$ cat src/rtl/sram_port_arbiter_if.sv
// rtl/sram_port_arbiter_if.sv - requester handshake and SRAM macro bus bundle for sram_port_arbiter
interface sram_port_arbiter_if #(
    parameter int ADDR_BITS = 14,
    parameter int DATA_BITS = 32,
    parameter int STRB_BITS = 4,
    parameter int LEN_BITS  = 4
);
    logic                 req_valid_0, req_valid_1;
    logic                 req_ready_0, req_ready_1;
    logic                 req_write_0, req_write_1;
    logic [ADDR_BITS-1:0] req_addr_0, req_addr_1;
    logic [LEN_BITS-1:0]  req_len_0, req_len_1;
    logic [DATA_BITS-1:0] wdata_0, wdata_1;
    logic [STRB_BITS-1:0] wstrb_0, wstrb_1;
    logic                 rvalid_0, rvalid_1;
    logic [DATA_BITS-1:0] rdata;
    logic                 CEB;
    logic                 WEB;
    logic [DATA_BITS-1:0] BWEB;
    logic [ADDR_BITS-1:0] A;
    logic [DATA_BITS-1:0] D;
    logic [DATA_BITS-1:0] Q;

    modport slave (
        input  req_valid_0, req_valid_1, req_write_0, req_write_1,
        input  req_addr_0, req_addr_1, req_len_0, req_len_1,
        input  wdata_0, wdata_1, wstrb_0, wstrb_1, Q,
        output req_ready_0, req_ready_1, rvalid_0, rvalid_1, rdata,
        output CEB, WEB, BWEB, A, D
    );

    modport master (
        output req_valid_0, req_valid_1, req_write_0, req_write_1,
        output req_addr_0, req_addr_1, req_len_0, req_len_1,
        output wdata_0, wdata_1, wstrb_0, wstrb_1, Q,
        input  req_ready_0, req_ready_1, rvalid_0, rvalid_1, rdata,
        input  CEB, WEB, BWEB, A, D
    );
endinterface

$ cat src/rtl/sram_port_arbiter.sv
// rtl/sram_port_arbiter.sv - two-requester round-robin arbiter with burst locking for a single-port SRAM macro
module sram_port_arbiter #(
    parameter int ADDR_BITS = 14,
    parameter int DATA_BITS = 32,
    parameter int STRB_BITS = 4,
    parameter int LEN_BITS  = 4
) (
    input  logic                 ACLK,
    input  logic                 ARESETn,
    sram_port_arbiter_if.slave   bus
);
    typedef enum logic [1:0] {IDLE, LOCK0, LOCK1} state_t;

    state_t               state;
    logic                 last_grant;
    logic [LEN_BITS-1:0]  beat_cnt;
    logic [ADDR_BITS-1:0] burst_addr;
    logic                 burst_write;
    logic                 rvalid_0_q, rvalid_1_q;

    logic                 sel;
    logic                 sel_valid;
    logic                 owner_ready;
    logic                 accept;
    logic                 cur_write;
    logic [ADDR_BITS-1:0] cur_addr;
    logic [ADDR_BITS-1:0] sel_addr;
    logic [LEN_BITS-1:0]  sel_len;
    logic                 sel_write;
    logic [STRB_BITS-1:0] sel_strb;
    logic [DATA_BITS-1:0] bweb;

    always_comb begin
        sel = 1'b0;
        case (state)
            // Ties go to the requester that did not win last time.
            IDLE:    sel = (bus.req_valid_0 && bus.req_valid_1) ? ~last_grant : bus.req_valid_1;
            LOCK0:   sel = 1'b0;
            LOCK1:   sel = 1'b1;
            default: sel = 1'b0;
        endcase

        sel_valid   = sel ? bus.req_valid_1 : bus.req_valid_0;
        sel_addr    = sel ? bus.req_addr_1  : bus.req_addr_0;
        sel_len     = sel ? bus.req_len_1   : bus.req_len_0;
        sel_write   = sel ? bus.req_write_1 : bus.req_write_0;
        sel_strb    = sel ? bus.wstrb_1     : bus.wstrb_0;
        owner_ready = (state == IDLE) ? sel_valid : 1'b1;
        accept      = owner_ready && sel_valid;
        cur_write   = (state == IDLE) ? sel_write : burst_write;
        cur_addr    = (state == IDLE) ? sel_addr  : burst_addr;

        bweb = '1;
        for (int k = 0; k < STRB_BITS; k++) begin
            if (accept && cur_write && sel_strb[k])
                bweb[k*8 +: 8] = 8'h00;
        end
    end

    assign bus.req_ready_0 = owner_ready && !sel;
    assign bus.req_ready_1 = owner_ready && sel;
    assign bus.CEB         = !accept;
    assign bus.WEB         = !(accept && cur_write);
    assign bus.BWEB        = bweb;
    assign bus.A           = (state == IDLE && !accept) ? '0 : cur_addr;
    assign bus.D           = sel ? bus.wdata_1 : bus.wdata_0;
    assign bus.rdata       = bus.Q;
    assign bus.rvalid_0    = rvalid_0_q;
    assign bus.rvalid_1    = rvalid_1_q;

    always_ff @(posedge ACLK) begin
        if (!ARESETn) begin
            state       <= IDLE;
            last_grant  <= 1'b1;
            beat_cnt    <= '0;
            burst_addr  <= '0;
            burst_write <= 1'b0;
            rvalid_0_q  <= 1'b0;
            rvalid_1_q  <= 1'b0;
        end else begin
            rvalid_0_q <= accept && !cur_write && !sel;
            rvalid_1_q <= accept && !cur_write && sel;
            case (state)
                IDLE: begin
                    if (accept) begin
                        last_grant <= sel;
                        if (sel_len != '0) begin
                            state       <= sel ? LOCK1 : LOCK0;
                            beat_cnt    <= sel_len;
                            burst_addr  <= sel_addr + ADDR_BITS'(1);
                            burst_write <= sel_write;
                        end
                    end
                end
                default: begin
                    // beat_cnt counts beats still owed after the first one.
                    if (accept) begin
                        burst_addr <= burst_addr + ADDR_BITS'(1);
                        beat_cnt   <= beat_cnt - LEN_BITS'(1);
                        if (beat_cnt == LEN_BITS'(1))
                            state <= IDLE;
                    end
                end
            endcase
        end
    end
endmodule

$ cat src/flat_wrapper.sv
// flat-port wrapper written by rule: the top's interface ports become plain ports
module sram_port_arbiter_flat 
#(
    parameter int ADDR_BITS = 14,
    parameter int DATA_BITS = 32,
    parameter int STRB_BITS = 4,
    parameter int LEN_BITS  = 4
)
  (ACLK, ARESETn, bus_req_valid_0, bus_req_valid_1, bus_req_write_0, bus_req_write_1, bus_req_addr_0, bus_req_addr_1, bus_req_len_0, bus_req_len_1, bus_wdata_0, bus_wdata_1, bus_wstrb_0, bus_wstrb_1, bus_Q, bus_req_ready_0, bus_req_ready_1, bus_rvalid_0, bus_rvalid_1, bus_rdata, bus_CEB, bus_WEB, bus_BWEB, bus_A, bus_D);
  sram_port_arbiter_if #(.ADDR_BITS(ADDR_BITS), .DATA_BITS(DATA_BITS), .STRB_BITS(STRB_BITS), .LEN_BITS(LEN_BITS)) bus_i ();
  input  logic ACLK;
  input  logic ARESETn;
  input wire logic [$bits(bus_i.req_valid_0)-1:0] bus_req_valid_0;
  input wire logic [$bits(bus_i.req_valid_1)-1:0] bus_req_valid_1;
  input wire logic [$bits(bus_i.req_write_0)-1:0] bus_req_write_0;
  input wire logic [$bits(bus_i.req_write_1)-1:0] bus_req_write_1;
  input wire logic [$bits(bus_i.req_addr_0)-1:0] bus_req_addr_0;
  input wire logic [$bits(bus_i.req_addr_1)-1:0] bus_req_addr_1;
  input wire logic [$bits(bus_i.req_len_0)-1:0] bus_req_len_0;
  input wire logic [$bits(bus_i.req_len_1)-1:0] bus_req_len_1;
  input wire logic [$bits(bus_i.wdata_0)-1:0] bus_wdata_0;
  input wire logic [$bits(bus_i.wdata_1)-1:0] bus_wdata_1;
  input wire logic [$bits(bus_i.wstrb_0)-1:0] bus_wstrb_0;
  input wire logic [$bits(bus_i.wstrb_1)-1:0] bus_wstrb_1;
  input wire logic [$bits(bus_i.Q)-1:0] bus_Q;
  output wire logic [$bits(bus_i.req_ready_0)-1:0] bus_req_ready_0;
  output wire logic [$bits(bus_i.req_ready_1)-1:0] bus_req_ready_1;
  output wire logic [$bits(bus_i.rvalid_0)-1:0] bus_rvalid_0;
  output wire logic [$bits(bus_i.rvalid_1)-1:0] bus_rvalid_1;
  output wire logic [$bits(bus_i.rdata)-1:0] bus_rdata;
  output wire logic [$bits(bus_i.CEB)-1:0] bus_CEB;
  output wire logic [$bits(bus_i.WEB)-1:0] bus_WEB;
  output wire logic [$bits(bus_i.BWEB)-1:0] bus_BWEB;
  output wire logic [$bits(bus_i.A)-1:0] bus_A;
  output wire logic [$bits(bus_i.D)-1:0] bus_D;
  assign bus_i.req_valid_0 = bus_req_valid_0;
  assign bus_i.req_valid_1 = bus_req_valid_1;
  assign bus_i.req_write_0 = bus_req_write_0;
  assign bus_i.req_write_1 = bus_req_write_1;
  assign bus_i.req_addr_0 = bus_req_addr_0;
  assign bus_i.req_addr_1 = bus_req_addr_1;
  assign bus_i.req_len_0 = bus_req_len_0;
  assign bus_i.req_len_1 = bus_req_len_1;
  assign bus_i.wdata_0 = bus_wdata_0;
  assign bus_i.wdata_1 = bus_wdata_1;
  assign bus_i.wstrb_0 = bus_wstrb_0;
  assign bus_i.wstrb_1 = bus_wstrb_1;
  assign bus_i.Q = bus_Q;
  assign bus_req_ready_0 = bus_i.req_ready_0;
  assign bus_req_ready_1 = bus_i.req_ready_1;
  assign bus_rvalid_0 = bus_i.rvalid_0;
  assign bus_rvalid_1 = bus_i.rvalid_1;
  assign bus_rdata = bus_i.rdata;
  assign bus_CEB = bus_i.CEB;
  assign bus_WEB = bus_i.WEB;
  assign bus_BWEB = bus_i.BWEB;
  assign bus_A = bus_i.A;
  assign bus_D = bus_i.D;
  sram_port_arbiter #(.ADDR_BITS(ADDR_BITS), .DATA_BITS(DATA_BITS), .STRB_BITS(STRB_BITS), .LEN_BITS(LEN_BITS)) u_core (.ACLK(ACLK), .ARESETn(ARESETn), .bus(bus_i));
endmodule
$ cat config.mk
export PLATFORM = sky130hd
export DESIGN_NAME = sram_port_arbiter_flat
export DESIGN_NICKNAME = d
export VERILOG_FILES = /design/src/rtl/sram_port_arbiter_if.sv /design/src/rtl/sram_port_arbiter.sv /design/src/flat_wrapper.sv
export SDC_FILE = /design/constraint.sdc
export NUM_CORES = 1
export LEC_CHECK = 0
export BUFFER_PORTS_ARGS = -buffer_cell sky130_fd_sc_hd__buf_4
export CORE_AREA = 2 2 102 104
export DETAILED_ROUTE_END_ITERATION = 10
export DIE_AREA = 0 0 104 106
export HOLD_SLACK_MARGIN = 0.1
export PLACE_DENSITY_LB_ADDON = 0.08
export SYNTH_ARGS = -nofsm -noshare
export SYNTH_HDL_FRONTEND = slang
export SYNTH_SLANG_ARGS = --single-unit
$ cat constraint.sdc
create_clock -name ACLK -period 2.51 [get_ports ACLK]
set_input_delay 0.3765 -clock ACLK [delete_from_list [all_inputs] [get_ports ACLK]]
set_output_delay 0.3765 -clock ACLK [all_outputs]
set_load 0.05 [all_outputs]
Word-level counts from Yosys, hierarchy flattened
Cells that the tools add are included.
{"block": "totals", "mem_bits_rw": 0, "regBits": 24, "output_inout_bits": 116, "latchBits": 0, "elab_cells": 68, "memories": 0, "rom_bits": 0}
{"block": "classes", "addsub": 3, "eq_ne": 3, "mux": 30, "bitwise_logic": 1, "div_mod_pow": 0, "n_reduce_logical": 24, "shift": 0, "mul": 0, "magnitude_cmp": 0}
{"operator": "$mux W14", "n": 7}
{"operator": "$mux W32", "n": 1}
{"operator": "$mux W8", "n": 4}
{"operator": "$add A14 B1 Y14 const B", "n": 2}
{"operator": "$mux W4", "n": 6}
{"operator": "$logic_and A1 B1 Y1", "n": 13}
{"operator": "$mux W2", "n": 6}
{"operator": "$reduce_and A3 Y1", "n": 2}
{"operator": "$mux W1", "n": 5}
{"operator": "$eq A4 B1 Y1 const B", "n": 1}
{"operator": "$logic_not A1 Y1", "n": 4}
{"operator": "$reduce_and A2 Y1", "n": 2}
{"operator": "$reduce_bool A4 Y1", "n": 1}
{"operator": "$sub A4 B1 Y4 const B", "n": 1}
{"operator": "$eq A2 B2 Y1 const B", "n": 1}
{"operator": "$logic_not A2 Y1", "n": 1}
{"operator": "$ne A2 B2 Y1 const B", "n": 1}
{"operator": "$pmux W1 S2", "n": 1}
{"operator": "$reduce_bool A2 Y1", "n": 1}
{"operator": "$not A1 Y1", "n": 1}

Logic depth before layout (Yosys ltp)
Gate-level depths: netlist of run 1.
{"block": "depth", "ltp_word": 9, "mapped_depth": 11}

Least setup slack after synthesis of run 1
No wires, ideal clock.
{"block": "synth_timing", "kind": "input to output", "from": "in bus_req_valid_1", "to": "out bus_BWEB[10]", "n_path_buf": 2, "arrival_ns": 2.545, "path_stages": 8, "setup_slack_ns": -0.411, "path_cell_list": "a21bo_2 > a21o_1 > buf_2 > mux2_2 > nand2_1 > a21o_1 > a21o_1 > buf_4"}
{"block": "synth_via", "elab_chain_cells": 9}
{"item": "start, declared", "line": "flat_wrapper.sv:14", "source": "input wire logic [$bits(bus_i.req_valid_1)-1:0] bus_req_valid_1;"}
{"item": "$logic_and A1 B1 Y1", "line": "sram_port_arbiter.sv:37", "source": "IDLE: sel = (bus.req_valid_0 && bus.req_valid_1) ? ~last_grant : bus.req_valid_1;"}
{"item": "$mux W1", "line": "sram_port_arbiter.sv:37"}
{"item": "$pmux W1 S2", "line": "sram_port_arbiter.sv:35", "source": "case (state)"}
{"item": "$mux W1", "line": "sram_port_arbiter.sv:43", "source": "sel_valid = sel ? bus.req_valid_1 : bus.req_valid_0;"}
{"item": "$mux W1", "line": "sram_port_arbiter.sv:48", "source": "owner_ready = (state == IDLE) ? sel_valid : 1'b1;"}
{"item": "$logic_and A1 B1 Y1", "line": "sram_port_arbiter.sv:49", "source": "accept = owner_ready && sel_valid;"}
{"item": "$logic_and A1 B1 Y1", "line": "sram_port_arbiter.sv:55", "source": "if (accept && cur_write && sel_strb[k])"}
{"item": "$logic_and A1 B1 Y1 *", "line": "sram_port_arbiter.sv:55"}
{"item": "$mux W8 *", "line": "sram_port_arbiter.sv:55"}
{"item": "end, declared", "line": "flat_wrapper.sv:33", "source": "output wire logic [$bits(bus_i.BWEB)-1:0] bus_BWEB;"}
Mark *: on every way between the ends. The rest lies on a longest branch, timed or not.

Final worst setup path of run 1
{"block": "layout_timing", "from": "reg u_core.last_grant", "to": "out bus_BWEB[10]"}
{"block": "layout_via", "elab_chain_cells": 9}
{"item": "start, declared", "line": "sram_port_arbiter.sv:15", "source": "logic last_grant;"}
{"item": "start signal, assigned", "line": "sram_port_arbiter.sv:86", "source": "last_grant <= sel;"}
{"item": "$not A1 Y1 *", "line": "sram_port_arbiter.sv:37"}
{"item": "$mux W1 *", "line": "sram_port_arbiter.sv:37"}
{"item": "$pmux W1 S2 *", "line": "sram_port_arbiter.sv:35"}
{"item": "$mux W1", "line": "sram_port_arbiter.sv:43"}
{"item": "$mux W1", "line": "sram_port_arbiter.sv:48"}
{"item": "$logic_and A1 B1 Y1", "line": "sram_port_arbiter.sv:49"}
{"item": "$logic_and A1 B1 Y1", "line": "sram_port_arbiter.sv:55"}
{"item": "$logic_and A1 B1 Y1 *", "line": "sram_port_arbiter.sv:55"}
{"item": "$mux W8 *", "line": "sram_port_arbiter.sv:55"}
Marked as above.

==> results of run 1 <==
-- placed cells by master (no fill, tap or decap), drive strengths merged, types with 2 or more instances in the layout --
| cell type | instances |
|---|---|
| nor3 | 11 |
| o2bb2ai | 6 |
| dfxtp | 24 |
| nor2 | 45 |
| o221ai | 3 |
| mux2i | 7 |
| buf | 229 |
| inv | 9 |
| a311oi | 3 |
| clkbuf | 3 |
| a32oi | 2 |
| and2 | 3 |
| xor2 | 4 |
| or4 | 3 |
| a22oi | 2 |
| a21o | 10 |
| mux2 | 2 |
| ha | 3 |
| a211oi | 5 |
| o21ai | 9 |
| nand2b | 4 |
| nand2 | 136 |
| o211ai | 2 |
| nand4 | 4 |
| a211o | 2 |
| nor4 | 5 |
| a21oi | 15 |
| nand3 | 8 |
-- stage by stage --
step | setup WS [ns] | hold slack [ns]
after floorplan | -0.0853 | 0.446
after global placement | 0.176 | 0.468
after detailed placement | 0.124 | 0.474
after CTS | 0.0225 | 0.348
after global routing | -0.00989 | 0.348
final | 0.0777 | 0.359
-- layout make-up --
class	count	area share (%)
clock buffers	3	0.980
clock inverters	1	0.712
inverters	10	0.890
multi-input cells	311	40.4
flip-flops and latches	24	11.5
well taps	136	4.04
repair buffers	229	41.6
-- flip-flops by register name, summed over array words and instances, names as in the netlist --
| signal | cells |
|---|---|
| u_core.beat_cnt | 4 |
| u_core.burst_addr | 14 |
| u_core.burst_write | 1 |
| u_core.bus.rvalid_0 | 1 |
| u_core.bus.rvalid_1 | 1 |
| u_core.last_grant | 1 |
| u_core.state | 2 |
-- worst max-delay path, delay by kind of cell, from the launching register on --
kind                   cells  cell delay [ns]
AO/OA/AOI/OAI              4             0.89
buffers and inverters      1             0.21
flip-flops                 1             0.36
multiplexers               1             0.24
AND/OR/NAND/NOR            1             0.07
-- layer usage --
| layer | vias to the layer above | GRT usage (%) | share of wire [%] |
|---|---|---|---|
| met4 | 0 | 4.44 | 1.3 |
| met1 | 1458 | 22.6 | 42 |
| met2 | 155 | 33.6 | 49 |
| li1 | 1672 | - | - |
| met5 | - | 0 | 0 |
| met3 | 13 | 4.41 | 7.8 |
-- power by group through the flow --
stage	sequential [uW]	clock, uW	combinational (uW)
after floorplan	517	0	1980
after global placement	520	0	2650
after detailed placement	521	0	2650
after CTS	513	375	2660
after global routing	525	385	2830
final	515	363	2650
-- cells by family (layout without fill, tap and decap cells) --
kind of cell               count (synthesis)  after routing  synth area share (%)
AOI/OAI and AO/OA                         67             67                  18.3
muxes                                      9              9                  3.35
DFF                                       24             24                  17.4
adders and majority gates                  3              3                  1.36
and+or+nand+nor                          227            227                  36.3
xor gates and xnor gates                   5              5                  1.58
buffers and inverters                     92            243                  21.7
-- path summary, 6_finish.rpt --
kind                                          from              endpoint  slack [ns]
worst max-delay path             u_core.last_grant          bus_BWEB[10]        0.08
worst min-delay path                       ARESETn     u_core.last_grant        0.36
worst max register to register   u_core.last_grant  u_core.burst_addr[8]        0.29
worst min register to register  u_core.beat_cnt[1]    u_core.beat_cnt[1]        0.49
==> flow_metrics.env, run 1 <==
export IMPL_rows=37
export IMPL_rsz0062_at_grt="yes"
export IMPL_max_slew_margin_pct=69.0
export IMPL_synth_top_area_cell="nand2_1"
export IMPL_grt_max_degree=22
export IMPL_placeableCoreArea_um2=10000
export IMPL_start_util_pct=27.7
export IMPL_clk_path_buf_depth=2
export IMPL_synthTopCellsByArea="nand2_1 18%, dfxtp_1 17%, buf_4 17%, nor2_1 6.0%, a21o_1 2.7%"
export IMPL_power_switching_uw=1960
export IMPL_skew_ns=0.00666
export IMPL_critPathKind="flip-flop to output pin"
export IMPL_nets=728
export IMPL_cts_resized_gates=0
export IMPL_ys_flop_type="dfxtp_1"
export IMPL_dr_total_vias=3298
export IMPL_viasPerCell=4.62
export IMPL_htreeDepth=1
export IMPL_syn_inst=427
export IMPL_gp_congestion=0.861
export IMPL_clk_pin_slew_ns=0.10
export IMPL_ys_async_sr_fraction_pct=0
export IMPL_arrival_ns=2.06
export IMPL_portBuffers=197
export IMPL_dieArea_um2=11000
export IMPL_ys_seq_area_share_pct=17.4
export IMPL_slew_viol_final=0
export IMPL_ioPinCount=262
export IMPL_yosysUniqueCellTypes=58
export IMPL_drt_pre_antenna_iters=4
export IMPL_multi_input_area_um2=1700
export IMPL_drt_iter0_markers=105
export IMPL_synth_common_cells="136 x nand2_1, 62 x buf_4, 44 x nor2_1, 24 x dfxtp_1, 13 x a21oi_1"
export IMPL_period_minus_slack_ns=2.43
export IMPL_avgSynthCellArea_um2=6.48
export IMPL_antenna_found_initial=0
export IMPL_timing_final_hold_violations=0
export IMPL_min_path_cells=2
export IMPL_status="complete, no violations"
export IMPL_combPwrFrac_pct=75.1
export IMPL_fmax_mhz=411
export IMPL_critPathMostFrequentCell="a21o_2"
export IMPL_cp_slowest_stage_delay_ns=0.36
export IMPL_power_frac_clock_pct=10.3
export IMPL_fillers=1091
export IMPL_p_per_area_nw_per_um2=838
export IMPL_antenna_cells=0
export IMPL_sw_frac_of_total_pct=55.5
export IMPL_dpl_cell_area_um2=4120
export IMPL_cts_sinks=24
export IMPL_fin_util_pct=42.2
export IMPL_seq_power_share_pct=14.6
export IMPL_critPathRequiredTime_ns=2.13
export IMPL_p_total_uw=3530
export IMPL_reg2reg_depth=10
export IMPL_tritoncts="done"
export IMPL_leakagePower_uw=0.00218
export IMPL_syn2layout_area_growth_pct=52.4
export IMPL_syn_nets=576
export IMPL_drive_above_1_share_pct=44.5
export IMPL_grt_pass1_wl_mm=16.5
export IMPL_seqCellArea_um2=483
export IMPL_min_path_type="input port to flip-flop"
export IMPL_worstSkewPairLatency_ns=0.28
export IMPL_drt_total_wl_mm=10.8
export IMPL_setup_tns_final_ns=0
export IMPL_post_route_period_util_pct=96.9
export IMPL_crit_fanout=8
export IMPL_final_cells=714
export IMPL_drtAntennaViolNets=0
export IMPL_yosysTopAreaCellShare_pct=18.5
export IMPL_irDropWorstVdd_mv=0.375
export IMPL_gr_usage_all_layers_pct=18.7
export IMPL_clockRootBuffer="clkbuf_8"
export IMPL_tightestPinTransition_ns=0.465
export IMPL_cpMaxStageDelayCell="dfxtp_2"
export IMPL_internal_power_uw=1570
export IMPL_synth_most_common_cell="nand2_1"
export IMPL_crit_chain="a21bo_2 -> a21o_1 -> mux2_2 -> nand2_1 -> a21o_2 -> a21o_2 -> buf_4"
export IMPL_hpwl_mm=8.85
export IMPL_ys_ff_latch=24
export IMPL_syn_area_um2=2770
export IMPL_drc=0
export IMPL_hold_buffers=0
export IMPL_endpoint_kind="output pin"
export IMPL_fin_area_um2=4220
export IMPL_setup_viol=0
export IMPL_grt_ovfl_total=0
export IMPL_grt_pass1_vias=3189
export IMPL_dp_cells=710
export IMPL_cap_violations=0
export IMPL_startpoint_type="flip-flop"
export IMPL_cts_setup_buffers=0
export IMPL_cts_buffers=3
export IMPL_ys_warn_count=0
export IMPL_wire_per_inst_um=15.1
export IMPL_die_w_um=104
export IMPL_synth_edf_count=0
export IMPL_die_h_um=106
No activity file was read; power rests on OpenSTA's default activity.
==> inputs of run 2 (changes only) <==
--- a/config.mk
+++ b/config.mk
@@ -5,10 +5,10 @@
 export SDC_FILE = /design/constraint.sdc
 export NUM_CORES = 1
 export LEC_CHECK = 0
+export ABC_AREA = 1
 export BUFFER_PORTS_ARGS = -buffer_cell sky130_fd_sc_hd__buf_4
-export CORE_AREA = 2 2 102 104
+export CORE_UTILIZATION = 30
 export DETAILED_ROUTE_END_ITERATION = 10
-export DIE_AREA = 0 0 104 106
 export HOLD_SLACK_MARGIN = 0.1
 export PLACE_DENSITY_LB_ADDON = 0.08
 export SYNTH_ARGS = -nofsm -noshare
==> run 2 against run 1 <==
Compared with the run above: combinational power grew 35%; critical path depth up 4; routed wire length decreased by 0.66%; core utilization grew 2.1 points; die area decreased by 2.8%; final cell count increased by 11%; first-iteration DRC count rose by 120%; sequential power is 4% higher; maximum frequency grew 4.0%.
==> flow_metrics.env, run 2 <==
export IMPL_syn_nets=677
export IMPL_hold_buffers=0
export IMPL_antenna_found_initial=0
export IMPL_status="complete, no violations"
export IMPL_yosysTopAreaCellShare_pct=22.7
export IMPL_wire_per_inst_um=13.5
export IMPL_synthMuxAreaShare_pct=0
export IMPL_clk_pin_slew_ns=0.10
export IMPL_timing_final_hold_violations=0
export IMPL_gr_usage_all_layers_pct=19.6
export IMPL_leakagePower_uw=0.00243
export IMPL_synth_fa_ha_area_share_pct=1.21
export IMPL_drtAntennaViolNets=0
export IMPL_setup_viol=0
export IMPL_cts_sinks=24
export IMPL_grt_ovfl_total=0
export IMPL_ff2ff_setup_slack_ns=0.42
export IMPL_power_frac_clock_pct=7.9
export IMPL_arrival_ns=1.96
export IMPL_sw_frac_of_total_pct=60.1
export IMPL_worstHoldEndpoint="u_core.last_grant"
export IMPL_drt_total_wl_mm=10.7
export IMPL_ys_warn_count=0
export IMPL_layout_commonest_cell="buf_4"
export IMPL_crit_fanout=8
export IMPL_ys_seq_area_share_pct=15.5
export IMPL_clockRootBuffer="clkbuf_8"
export IMPL_crit_chain="nand2_2 -> nand2_8 -> nand2_4 -> nand2_4 -> or2_2 -> o21ai_1 -> nand2_1 -> o21ai_2 -> nor2_4 -> nand2_2 -> buf_4"
export IMPL_power_switching_uw=2690
export IMPL_syn_area_um2=3090
export IMPL_min_from="ARESETn"
export IMPL_ys_flop_type="dfxtp_1"
export IMPL_ys_ff_latch=24
export IMPL_htreeDepth=1
export IMPL_cts_buffers=3
export IMPL_cpMaxStageDelayCell="dfxtp_1"
export IMPL_internal_power_uw=1790
export IMPL_min_path_cells=2
export IMPL_dieArea_um2=10700
export IMPL_grt_pass1_vias=3244
export IMPL_cp_slowest_stage_delay_ns=0.33
export IMPL_dp_cells=788
export IMPL_endpoint_kind="output pin"
export IMPL_drt_iter0_markers=227
export IMPL_max_slew_margin_pct=78.3
export IMPL_yosys_area_share_simple_pct=50.5
export IMPL_fillers=1070
export IMPL_worstReg2RegEnd="u_core.burst_addr[12]"
export IMPL_p_per_area_nw_per_um2=1020
export IMPL_cap_violations=0
export IMPL_final_cells=794
export IMPL_skew_ns=0.00788
export IMPL_rows=36
export IMPL_post_route_period_util_pct=93.2
export IMPL_synth_common_cells="187 x nand2_1, 61 x buf_4, 56 x nor2_1, 48 x inv_1, 24 x dfxtp_1"
export IMPL_seqCellArea_um2=482
export IMPL_tritoncts="done"
export IMPL_seq_power_share_pct=12.0
export IMPL_reg_top3="u_core.burst_addr: 14 flops, u_core.beat_cnt: 4 flops, u_core.state: 2 flops"
export IMPL_dr_total_vias=3559
export IMPL_slew_viol_final=0
export IMPL_final_cell_mix="206 x buf_4, 183 x nand2_1, 55 x nor2_1, 48 x inv_1"
export IMPL_die_w_um=104
export IMPL_drc=0
export IMPL_rr_startpoint="u_core.last_grant"
export IMPL_synth_top_family_by_area="simple AND/OR/NAND/NOR gates"
export IMPL_period_minus_slack_ns=2.34
export IMPL_syn_inst=528
export IMPL_avgSynthCellArea_um2=5.86
export IMPL_rsz0062_at_grt="no"
export IMPL_synthTopCellsByArea="nand2_1 23%, dfxtp_1 16%, buf_4 15%, nor2_1 6.8%, inv_1 5.8%"
export IMPL_multi_input_area_um2=1850
export IMPL_drive_above_1_share_pct=41.1
export IMPL_critPathKind="flip-flop to output pin"
export IMPL_grt_pass1_wl_mm=17.0
export IMPL_nets=811
export IMPL_grt_max_degree=44
export IMPL_fmax_mhz=427
export IMPL_reg2reg_depth=14
export IMPL_synth_most_common_cell="nand2_1"
export IMPL_start_util_pct=31.3
export IMPL_regMostFlops="u_core.burst_addr"
export IMPL_critPathRequiredTime_ns=2.13
export IMPL_startpoint_type="flip-flop"
export IMPL_syn2layout_area_growth_pct=41.2
export IMPL_hpwl_mm=8.65
export IMPL_viasPerCell=4.48
export IMPL_gp_congestion=0.896
export IMPL_worstSkewPairLatency_ns=0.28
export IMPL_ioPinCount=262
export IMPL_portBuffers=197
export IMPL_combPwrFrac_pct=80.2
export IMPL_placeableCoreArea_um2=9860
export IMPL_clk_path_buf_depth=2
export IMPL_synth_xor_area_share_pct=0.567
export IMPL_largest_reg_flops=14
export IMPL_drt_pre_antenna_iters=5
export IMPL_min_path_type="input port to flip-flop"
export IMPL_synth_compound_area_share_pct=6.56
export IMPL_setup_tns_final_ns=0
export IMPL_yosysUniqueCellTypes=36
export IMPL_tightestPinTransition_ns=0.324
export IMPL_die_h_um=104
export IMPL_ys_async_sr_fraction_pct=0
export IMPL_synth_edf_count=0
export IMPL_irDropWorstVdd_mv=0.418
export IMPL_antenna_cells=0
export IMPL_synth_top_area_cell="nand2_1"
==> run 2: cell types whose count changed after synthesis, sizes merged, moves of 7 or more <==
| cell | change |
|---|---|
| nand4 | +8 |
| nand3 | +27 |
| o21ai | +10 |
| mux2i | -7 |
| nand2 | +63 |
| or2 | +8 |
| inv | +44 |
| nor2 | +21 |
| a21o | -10 |
| clkbuf | -7 |
==> run 2: cells by family after synthesis <==
| group | after synthesis |
|---|---|
| simple gates | 331 |
| fa+ha+maj | 3 |
| compound gates | 35 |
| xor+xnor | 2 |
| flops | 24 |
| buf+inv | 133 |
==> run 2: final cells by class <==
cell class                      instances  area share (%)
Multi-Input combinational cell        371            42.3
Timing Repair Buffer                  209            36.6
Sequential cell                        24            11.0
Inverter                               53            4.67
Tap cell                              133            3.81
Clock buffer                            3           0.946
Clock inverter                          1           0.688
==> run 2: worst max path at each step <==
stage                              end  slack, ns  depth (start not counted)               from
after global placement    bus_BWEB[21]       0.10                         12    bus_req_valid_0
after global routing      bus_BWEB[19]       0.01                         11  u_core.last_grant
after floorplan           bus_BWEB[10]      -0.12                         10    bus_req_valid_0
after detailed placement  bus_BWEB[22]       0.06                         12    bus_req_valid_0
final                     bus_BWEB[22]       0.17                         11  u_core.last_grant
after CTS                 bus_BWEB[22]       0.07                         11  u_core.last_grant
==> run 2: metrics by stage <==
| step | total power [uW] | worst slack (ns) | instance area [um2] | hold slack, ns | util (%) |
|---|---|---|---|---|---|
| 2_1_floorplan | 3380 | -0.122 | 3110 | 0.437 | - |
| 3_3_place_gp | 4110 | 0.101 | 4270 | 0.452 | 43.3 |
| 3_5_place_dp | 4110 | 0.0608 | 4270 | 0.462 | 43.3 |
| 4_1_cts | 4490 | 0.0705 | 4350 | 0.399 | 44.1 |
| 5_1_grt | 4770 | 0.0102 | 4370 | 0.394 | 44.3 |
| 6_report | 4470 | 0.170 | 4370 | 0.404 | 44.3 |
==> run 2: power groups by stage <==
| stage | combinational [uW] | clock [uW] | sequential [uW] |
|---|---|---|---|
| floorplan | 2830 | 0 | 543 |
| global placement | 3570 | 0 | 538 |
| detailed placement | 3570 | 0 | 541 |
| CTS | 3600 | 364 | 534 |
| global route | 3840 | 384 | 550 |
| finish | 3590 | 353 | 535 |
==> run 2: worst max-delay path, delay by kind of cell, from the launching register on <==
kind,cells,cell delay (ns)
and+or+nand+nor,8,0.91
DFF,1,0.33
AOI/OAI and AO/OA,2,0.22
buffers and inverters,1,0.22
==> run 2: per-layer routing <==
metal | wire [um] | track usage [%]
met3 | 716 | 3.59
met1 | 5060 | 26.9
met4 | 131 | 4.14
met5 | 0 | 0
met2 | 4830 | 31.7
==> run 2: what timing repair did <==
action,in CTS,in global routing
resized for setup,2,2
pin swaps,1,2
setup endpoints to repair,32,33
setup buffers,1,1
